==> src/rtl/toggle_sequencer.sv <==
// Drives a T latch with a train of single-cycle toggle pulses separated by a
// programmable gap, checking the fed-back latch output after every pulse.
module toggle_sequencer #(
   parameter int CNT_W = 8,
   parameter int GAP_W = 4
) (
   input  logic             clk,
   input  logic             reset,
   input  logic             start,
   input  logic [CNT_W-1:0] count,
   input  logic [GAP_W-1:0] gap,
   input  logic             q_in,
   output logic             t,
   output logic             en,
   output logic             busy,
   output logic             done,
   output logic [CNT_W-1:0] remaining,
   output logic             mismatch
);

   typedef enum logic [1:0] {
      S_IDLE,
      S_PULSE,
      S_GAP,
      S_DONE
   } state_t;

   state_t           state_q, state_d;
   logic [CNT_W-1:0] rem_q, rem_d;
   logic [GAP_W-1:0] gload_q, gload_d;
   logic [GAP_W-1:0] gcnt_q, gcnt_d;
   logic             exp_q, exp_d;
   logic             mis_q, mis_d;
   logic             t_q, t_d;
   logic             busy_q, busy_d;
   logic             done_q, done_d;
   logic [GAP_W-1:0] gap_eff;

   // A zero gap would leave no cycle to sample q_in, so it acts as one.
   assign gap_eff = (gap == '0) ? GAP_W'(1) : gap;

   always_ff @(posedge clk or posedge reset) begin
      if (reset) begin
         state_q <= S_IDLE;
         rem_q   <= '0;
         gload_q <= '0;
         gcnt_q  <= '0;
         exp_q   <= 1'b0;
         mis_q   <= 1'b0;
         t_q     <= 1'b0;
         busy_q  <= 1'b0;
         done_q  <= 1'b0;
      end else begin
         state_q <= state_d;
         rem_q   <= rem_d;
         gload_q <= gload_d;
         gcnt_q  <= gcnt_d;
         exp_q   <= exp_d;
         mis_q   <= mis_d;
         t_q     <= t_d;
         busy_q  <= busy_d;
         done_q  <= done_d;
      end
   end

   always_comb begin
      state_d = state_q;
      rem_d   = rem_q;
      gload_d = gload_q;
      gcnt_d  = gcnt_q;
      exp_d   = exp_q;
      mis_d   = mis_q;
      unique case (state_q)
         S_IDLE: begin
            if (start) begin
               rem_d   = count;
               gload_d = gap_eff;
               exp_d   = q_in;
               mis_d   = 1'b0;
               state_d = (count == '0) ? S_DONE : S_PULSE;
            end
         end
         S_PULSE: begin
            rem_d   = rem_q - CNT_W'(1);
            exp_d   = ~exp_q;
            gcnt_d  = gload_q;
            state_d = S_GAP;
         end
         S_GAP: begin
            gcnt_d = gcnt_q - GAP_W'(1);
            if (gcnt_q == GAP_W'(1)) begin
               if (q_in != exp_q) begin
                  mis_d = 1'b1;
               end
               state_d = (rem_q == '0) ? S_DONE : S_PULSE;
            end
         end
         S_DONE: begin
            state_d = S_IDLE;
         end
         default: begin
            state_d = S_IDLE;
         end
      endcase
   end

   // Outputs are decoded from the next state so they leave the flops clean.
   always_comb begin
      t_d    = (state_d == S_PULSE);
      busy_d = (state_d != S_IDLE);
      done_d = (state_d == S_DONE);
   end

   assign t         = t_q;
   assign en        = t_q;
   assign busy      = busy_q;
   assign done      = done_q;
   assign remaining = rem_q;
   assign mismatch  = mis_q;

endmodule
==> config.mk <==
export PLATFORM = sky130hd
export DESIGN_NAME = toggle_sequencer
export DESIGN_NICKNAME = d
export VERILOG_FILES = /design/src/rtl/toggle_sequencer.sv
export SDC_FILE = /design/constraint.sdc
export NUM_CORES = 1
export LEC_CHECK = 0
export CAP_MARGIN = 10
export CORE_AREA = 8 8 59 61
export CTS_CLUSTER_DIAMETER = 150
export DETAILED_ROUTE_END_ITERATION = 10
export DIE_AREA = 0 0 67 69
export PLACE_DENSITY = 0.83
export REMOVE_ABC_BUFFERS = 1
export SLEW_MARGIN = 20
export SYNTH_ARGS = -nofsm -noshare
export SYNTH_HDL_FRONTEND = slang
export SYNTH_SLANG_ARGS = --single-unit
==> constraint.sdc <==
create_clock -name clk -period 3.2 [get_ports clk]
set_clock_uncertainty 0.05 [all_clocks]
set_input_delay 0.32 -clock clk [delete_from_list [all_inputs] [get_ports clk]]
set_output_delay 0.32 -clock clk [all_outputs]
set_load 0.05 [all_outputs]
; ---- Word level (Yosys, flattened, before mapping)
; Cells that the tools add are included.
; W data, S select, Z words.
[totals]
regBits = 23
latch_bits = 0
ram_bits = 0
romBits = 0
out_inout_bits = 13
word_cells = 48
memories = 0
[op_classes]
n_addsub = 2
multipliers = 0
div_mod_pow = 0
magnitude_cmp = 0
eq_ne = 10
n_shift = 0
n_mux = 15
bitwise_logic = 1
n_reduce_logical = 11
[op_table]
columns = operator, count
row1 = $logic_not A8 Y1, 2
row2 = $pmux W8 S2, 1
row3 = $mux W2, 4
row4 = $mux W8, 1
row5 = $pmux W2 S4, 1
row6 = $pmux W4 S2, 1
row7 = $reduce_bool A2 Y1, 4
row8 = $sub A8 B1 Y8 const B, 1
row9 = $eq A2 B2 Y1 const B, 3
row10 = $ne A2 B2 Y1 const B, 3
row11 = $eq A2 B1 Y1 const B, 2
row12 = $eq A4 B1 Y1 const B, 1
row13 = $logic_not A4 Y1, 1
row14 = $mux W1, 4
row15 = $mux W4, 1
row16 = $pmux W1 S2, 2
row17 = $reduce_and A2 Y1, 2
row18 = $reduce_and A4 Y1, 1
row19 = $sub A4 B1 Y4 const B, 1
row20 = $logic_not A2 Y1, 1
row21 = $ne A1 B1 Y1, 1
row22 = $not A1 Y1, 1

; ---- Longest topological paths before layout
; Gate-level depths: netlist (run 1).
[logic_depth]
word_depth = 5
ltp_mapped = 7
mapped_depth_nobuf = 7

; ---- Worst setup path before layout (run 1)
; No wires, ideal clock.
[synth_path]
path_type = flip-flop to flip-flop
start = register state_q[1]
end = register rem_q[7], in the netlist remaining[7]
arrival_ps = 1563
t_required_ps = 3083
setup_slack_ps = 1521
path_stages_with_launch = 7
n_path_buf = 0
synth_period_minus_slack_ps = 1679
cell_sequence = dfrtp_1 > inv_1 > ha_1 > mux2i_4 > and4b_1 > o21ai_0 > o311a_1
[synth_via]
elab_chain_cells = 3
[synth_rtl]
columns = element, line
row1 = start: declaration, 28  ; state_t state_q, state_d;
row2 = start signal: assignment, 54  ; state_q <= state_d;
row3 = $eq A2 B1 Y1 or $logic_not A2 Y1 (tied branches), 73  ; unique case (state_q)
row4 = $reduce_bool A2 Y1 (no line) or $ne A2 B2 Y1 (tied branches), n/a
row5 = $reduce_and A2 Y1 (no line), n/a
row6 = end signal: assignment, 55  ; rem_q <= rem_d;
row7 = end: declaration, 29  ; logic [CNT_W-1:0] rem_q, rem_d;
; Several ways; a longest one is shown, not always the timed one.
; A chain may end at the register's enable or synchronous reset.

; ---- Final worst setup path (run 1)
; Same ends and word-level chain as after synthesis.

==> results of run 1 <==
worst max-delay path by stage:
stage | startpoint | end | cells after the start
final | state_q[1] | remaining[7] | 6
after global routing | state_q[1] | remaining[7] | 6
after CTS | state_q[1] | remaining[7] | 6
after detailed placement | state_q[1] | remaining[7] | 6
after global placement | state_q[1] | remaining[7] | 6
after floorplan | state_q[1] | remaining[7] | 6
final cells by class:
type                       count  area share (%)
tap                           31            2.38
inverter                      13            2.99
sequential                    23            35.2
clock buffer                   4            1.61
timing repair buffer          28            17.2
multi-input combinational    100            40.6
metrics by stage:
step                      total power [mW]  hold slack [ns]  worst slack (ns)
final                                 1.77            0.430             0.918
after global placement                1.60            0.446              1.10
after floorplan                       1.32            0.272              1.27
after detailed placement              1.64            0.451             0.938
after global routing                  1.91            0.501             0.711
after CTS                             1.78            0.454             0.922
synthesized netlist by cell type (4+ instances only):
cell / n
dfrtp_1: 23
o21ai_0: 14
a21oi_1: 12
inv_1: 12
nand2_1: 10
ha_1: 8
nor2_1: 8
a31oi_1: 5
o22a_1: 5
clkbuf_1: 4
nand2b_1: 4
nor3_1: 4
worst max-delay path, stage by stage (launching register included):
cell and delay, ns:
dfrtp_1 0.43, inv_1 0.13, ha_1 0.69, mux2i_4 0.31, and4b_1 0.32, o21ai_0 0.08, o311a_1 0.17
layer usage:
metal | part of all wire (%) | up-vias | wire (um)
met5 | 0 | - | 0
li1 | - | 556 | -
met3 | 4.9 | 9 | 148
met1 | 42 | 560 | 1260
met4 | 2.5 | 0 | 74
met2 | 51 | 27 | 1540
power breakdown:
part / internal, mW / leakage, nW / switching (mW)
sequential: 0.433 / 0.274 / 0.129
combinational: 0.408 / 0.408 / 0.673
clock: 0.0486 / 0.0150 / 0.0829
kinds of logic (layout without fill, tap and decap cells):
kind of cell	Yosys count	count (layout)
DFF	23	23
buffers and inverters	18	45
AOI/OAI and AO/OA	43	43
muxes	5	5
and+or+nand+nor	43	43
xor gates and xnor gates	1	1
adders and majority gates	8	8
registers in the layout, summed over array words and instances, names as in the netlist:
register and flops:
busy 1, done 1, remaining 8, gload_q 4, en 1, gcnt_q 4
exp_q 1, mismatch 1, state_q 2
==> results.ini, run 1 <==
[worst_setup_path]
worstRegToRegCells=6
cp-start-kind=flip-flop
r2r_start=state_q[1]
worstPathMaxFanout=23
r2r_end=remaining[7]
cp_data_required_time_ns=3.35
cp.arrival_ns=2.43
end_kind=flip-flop
critPathKind=flip-flop to flip-flop
r2r_slack_ns=0.92

[grt]
grt_util_all_layers_pct=13.1
grt.met1_usage_pct=14.5
globalRouteMet2Util_pct=22.4
grt_pass1_wl_um=5010
top_usage_layer=met2
met3_usage_pct=3.88
grt_pass1_vias=1181
grt_max_degree=24
antenna_found_initial=0
overflow=0

[detailed_routing]
wirelength_um=3020
routedWlPerCell_um=15.2
avgViaCountPerCell=5.79
vias=1152
final_antenna_net_count=0
dr.pass1.iters=4
drc_errors=0
drtIter0Drc=56

[final_layout]
drive_gt1_share_pct=5.95
finalNonFillerCells=199
layout_commonest_cell=clkdlybuf4s50_1
final_util_pct=62.4
fin_area_um2=1630
syn_to_final_growth_pct=24.6
seq_area_um2=576
diodes=0
fin_nets=193
layout.cells.most_common_list=28 x clkdlybuf4s50_1, 23 x dfrtp_1, 14 x o21ai_0
fillers=242
multi_input_area_um2=663

[yosys]
muxShareOfSynthArea_pct=5.06
synth_compound_area_share_pct=20.1
synthArstFlopShare_pct=100
synth_cell_types=36
synth_edf_count=0
avgSynthCellArea_um2=9.29
synth-seq-cells=23
yosys.area_share.simple_pct=17.2
synth_area_leader_cell=dfrtp_1
synthCells=141
synthAdderAreaFrac_pct=7.64
synth_flop_cell=dfrtp_1
synth_top_family_by_area=compound AO/OA/AOI/OAI gates
synth_warnings=0
synthXorXnorAreaFrac_pct=0.669
ys_seq_area_share_pct=43.9
syn_area_um2=1310
synth_top_area_share_pct=43.9
synthTopCellsByArea=dfrtp_1 44%, ha_1 7.6%, o21ai_0 5.3%

[floorplan]
die_h_um=69
std_cell_rows=19
core-area_um2=2620
dieArea_um2=4620
chipWidth_um=67
start_util_pct=50.1
ios=29

[outcome]
outcome=complete, no violations

[power]
p_leak_nw=0.697
power_density_nw_per_um2=1090
ir_drop_mv=0.732

[place]
placed_area_um2=1610
place.gp.congestion=0.841
dp.cells=195
portBuffers=28
hpwl_um=2290

[cts]
cts_inserted_buffers=3
ctsHoldBuffers=0
ctsRootBufferMaster=clkbuf_4
cts-htree-levels=1
path_clk_slew_ns=0.12
cts_tree=built
clock-sinks=23
clk_latency_ns=0.30
postCtsSetupRepairBufs=0
ctsResizeCount=0
clock_path_buffers=2

[timing]
fin_crit_sh_pct=71.3
max-slew-margin-rel_pct=41.8
period_needed_ns=2.28
max_freq_mhz=438
setup_viol=0
tightest_slew_ns=0.871
rsz0062_at_grt=false
drv_slew=0
fin_setup_tns_ns=0
finalHoldViolations=0

[job]
maxCapViolCount=0

[worst_hold_path]
hp-class=input pin to asynchronous set/reset pin

No activity file was read; power rests on OpenSTA's default activity.
==> inputs of run 2 (changes only) <==
Settings changed: CORE_AREA 8 8 59 61 to 8 8 61 63, DIE_AREA 0 0 67 69 to 0 0 69 71, PLACE_DENSITY 0.83 to 0.78.
Clock period 3.2 ns to 2.3 ns, I/O delays scaled along.
==> results.ini, run 2 (synthesis gave the netlist of run 1 again) <==
[cts]
path_clk_slew_ns=0.14  ; was 0.12 ns
ctsHoldBuffers=0  ; unchanged
clk_latency_ns=0.32  ; was 0.30 ns
postCtsSetupRepairBufs=0  ; unchanged
cts_tree=built  ; unchanged
clock_path_buffers=2  ; unchanged
clock-sinks=23  ; unchanged
cts-htree-levels=1  ; unchanged
ctsResizeCount=0  ; unchanged
cts_inserted_buffers=3  ; unchanged
ctsRootBufferMaster=clkbuf_4  ; unchanged

[final_layout]
final_util_pct=58.2  ; was 62.4%
drive_gt1_share_pct=8.19  ; was 5.95%
largest_reg_flops=8  ; unchanged
diodes=0  ; unchanged
fillers=269  ; was 242
fin_nets=196  ; was 193
finalNonFillerCells=204  ; was 199
fin_area_um2=1660  ; was 1630 um2
layout_commonest_cell=clkdlybuf4s50_1  ; unchanged
layout.cells.most_common_list=28 x clkdlybuf4s50_1, 23 x dfrtp_1, 14 x o21ai_0  ; unchanged
syn_to_final_growth_pct=26.6  ; was 24.6%

[grt]
grt_util_all_layers_pct=12.4  ; was 13.1%
met3_usage_pct=4.20  ; was 3.88%
grt_pass1_vias=1200  ; was 1181
grt_max_degree=24  ; unchanged
antenna_found_initial=0  ; unchanged
grt_pass1_wl_um=5220  ; was 5010 um
overflow=0  ; unchanged
top_usage_layer=met2  ; unchanged
grt.met1_usage_pct=12.2  ; was 14.5%
globalRouteMet2Util_pct=23.4  ; was 22.4%

[worst_setup_path]
cpPeakStageDelay_ns=0.84  ; was 0.69 ns
worstPathMaxFanout=6  ; was 23
cp-start-kind=flip-flop  ; unchanged
cpMaxStageDelayCell=clkdlybuf4s50_1  ; was ha_1
end_kind=output port  ; was flip-flop
cp.arrival_ns=1.62  ; was 2.43 ns
cp-startpoint=remaining[4]  ; was state_q[1]
r2r_start=state_q[0]  ; was state_q[1]
cp_data_required_time_ns=2.02  ; was 3.35 ns
crit_buf_inv=1  ; unchanged
crit_chain=clkdlybuf4s50_1  ; was inv_1, ha_1, mux2i_4, and4b_1, o21ai_0, o311a_1
crit_family=buffers and inverters  ; was adder cells
critPathKind=flip-flop to output port  ; was flip-flop to flip-flop

[detailed_routing]
final_antenna_net_count=0  ; unchanged
drtIter0Drc=97  ; was 56
drc_errors=0  ; unchanged
routedWlPerCell_um=14.8  ; was 15.2 um
avgViaCountPerCell=5.57  ; was 5.79
dr.pass1.iters=4  ; unchanged
vias=1136  ; was 1152
wirelength_um=3020  ; about the same

[power]
total_power_mw=2.49  ; was 1.77 mW
power_density_nw_per_um2=1500  ; was 1090 nW/um2
ir_drop_mv=1.11  ; was 0.732 mV
p_leak_nw=0.714  ; was 0.697 nW

[timing]
max-slew-margin-rel_pct=55.5  ; was 41.8%
drv_slew=0  ; unchanged
tightest_slew_ns=0.662  ; was 0.871 ns
hold_ws_ns=0.176  ; was 0.430 ns
max_freq_mhz=525
fin_crit_sh_pct=82.8
fin_setup_tns_ns=0  ; unchanged
rsz0062_at_grt=false  ; unchanged
finalHoldViolations=0  ; unchanged
fin_ws_ns=0.396  ; was 0.918 ns
setup_viol=0  ; unchanged
period_needed_ns=1.90

[place]
place_ws_ns=0.427  ; was 0.938 ns
hpwl_um=2310  ; was 2290 um
dp.cells=200  ; was 195
place.gp.congestion=0.791  ; was 0.841
placed_area_um2=1630  ; was 1610 um2
portBuffers=28  ; unchanged

[floorplan]
dieArea_um2=4900  ; was 4620 um2
ios=29  ; unchanged
chipWidth_um=69  ; was 67 um
start_util_pct=45.9  ; was 50.1%
die_h_um=71  ; was 69 um
std_cell_rows=20  ; was 19
core-area_um2=2850  ; was 2620 um2

[outcome]
outcome=complete, no violations  ; unchanged

[job]
maxCapViolCount=0  ; unchanged

[worst_hold_path]
hp-class=input pin to asynchronous set/reset pin  ; unchanged

-- run 2: layout make-up --
cell class,count,area [um2],share of cell area (%)
Multi-Input combinational cell,100,663,40.0
Inverter,13,48.8,2.94
Tap cell,33,41.3,2.49
Sequential cell,23,576,34.7
Timing Repair Buffer,31,303,18.3
Clock inverter,1,5.00,0.302
Clock buffer,3,22.5,1.36
-- run 2: power by group --
group          switching, mW  leakage [nW]  internal, mW
combinational          0.928         0.423         0.591
sequential             0.180         0.274         0.601
clock                  0.126        0.0177        0.0650
total                   1.23         0.714          1.26
-- run 2: routing by layer --
layer / vias to the layer above / routed length [um]
li1: 560 / -
met1: 543 / 1250
met2: 31 / 1570
met3: 2 / 186
met4: 0 / 19
met5: - / 0
-- run 2: worst paths after layout --
check | end | slack, ns | depth (start not counted)
hold reg to reg | gload_q[3] | 0.48 | 1
setup / recovery | remaining[4] | 0.40 | 1
hold / removal | remaining[4] | 0.18 | 3
max in group asynchronous | remaining[0] | 1.78 | 3
min in group clk | gload_q[3] | 0.48 | 1
setup reg to reg | en | 0.40 | 7
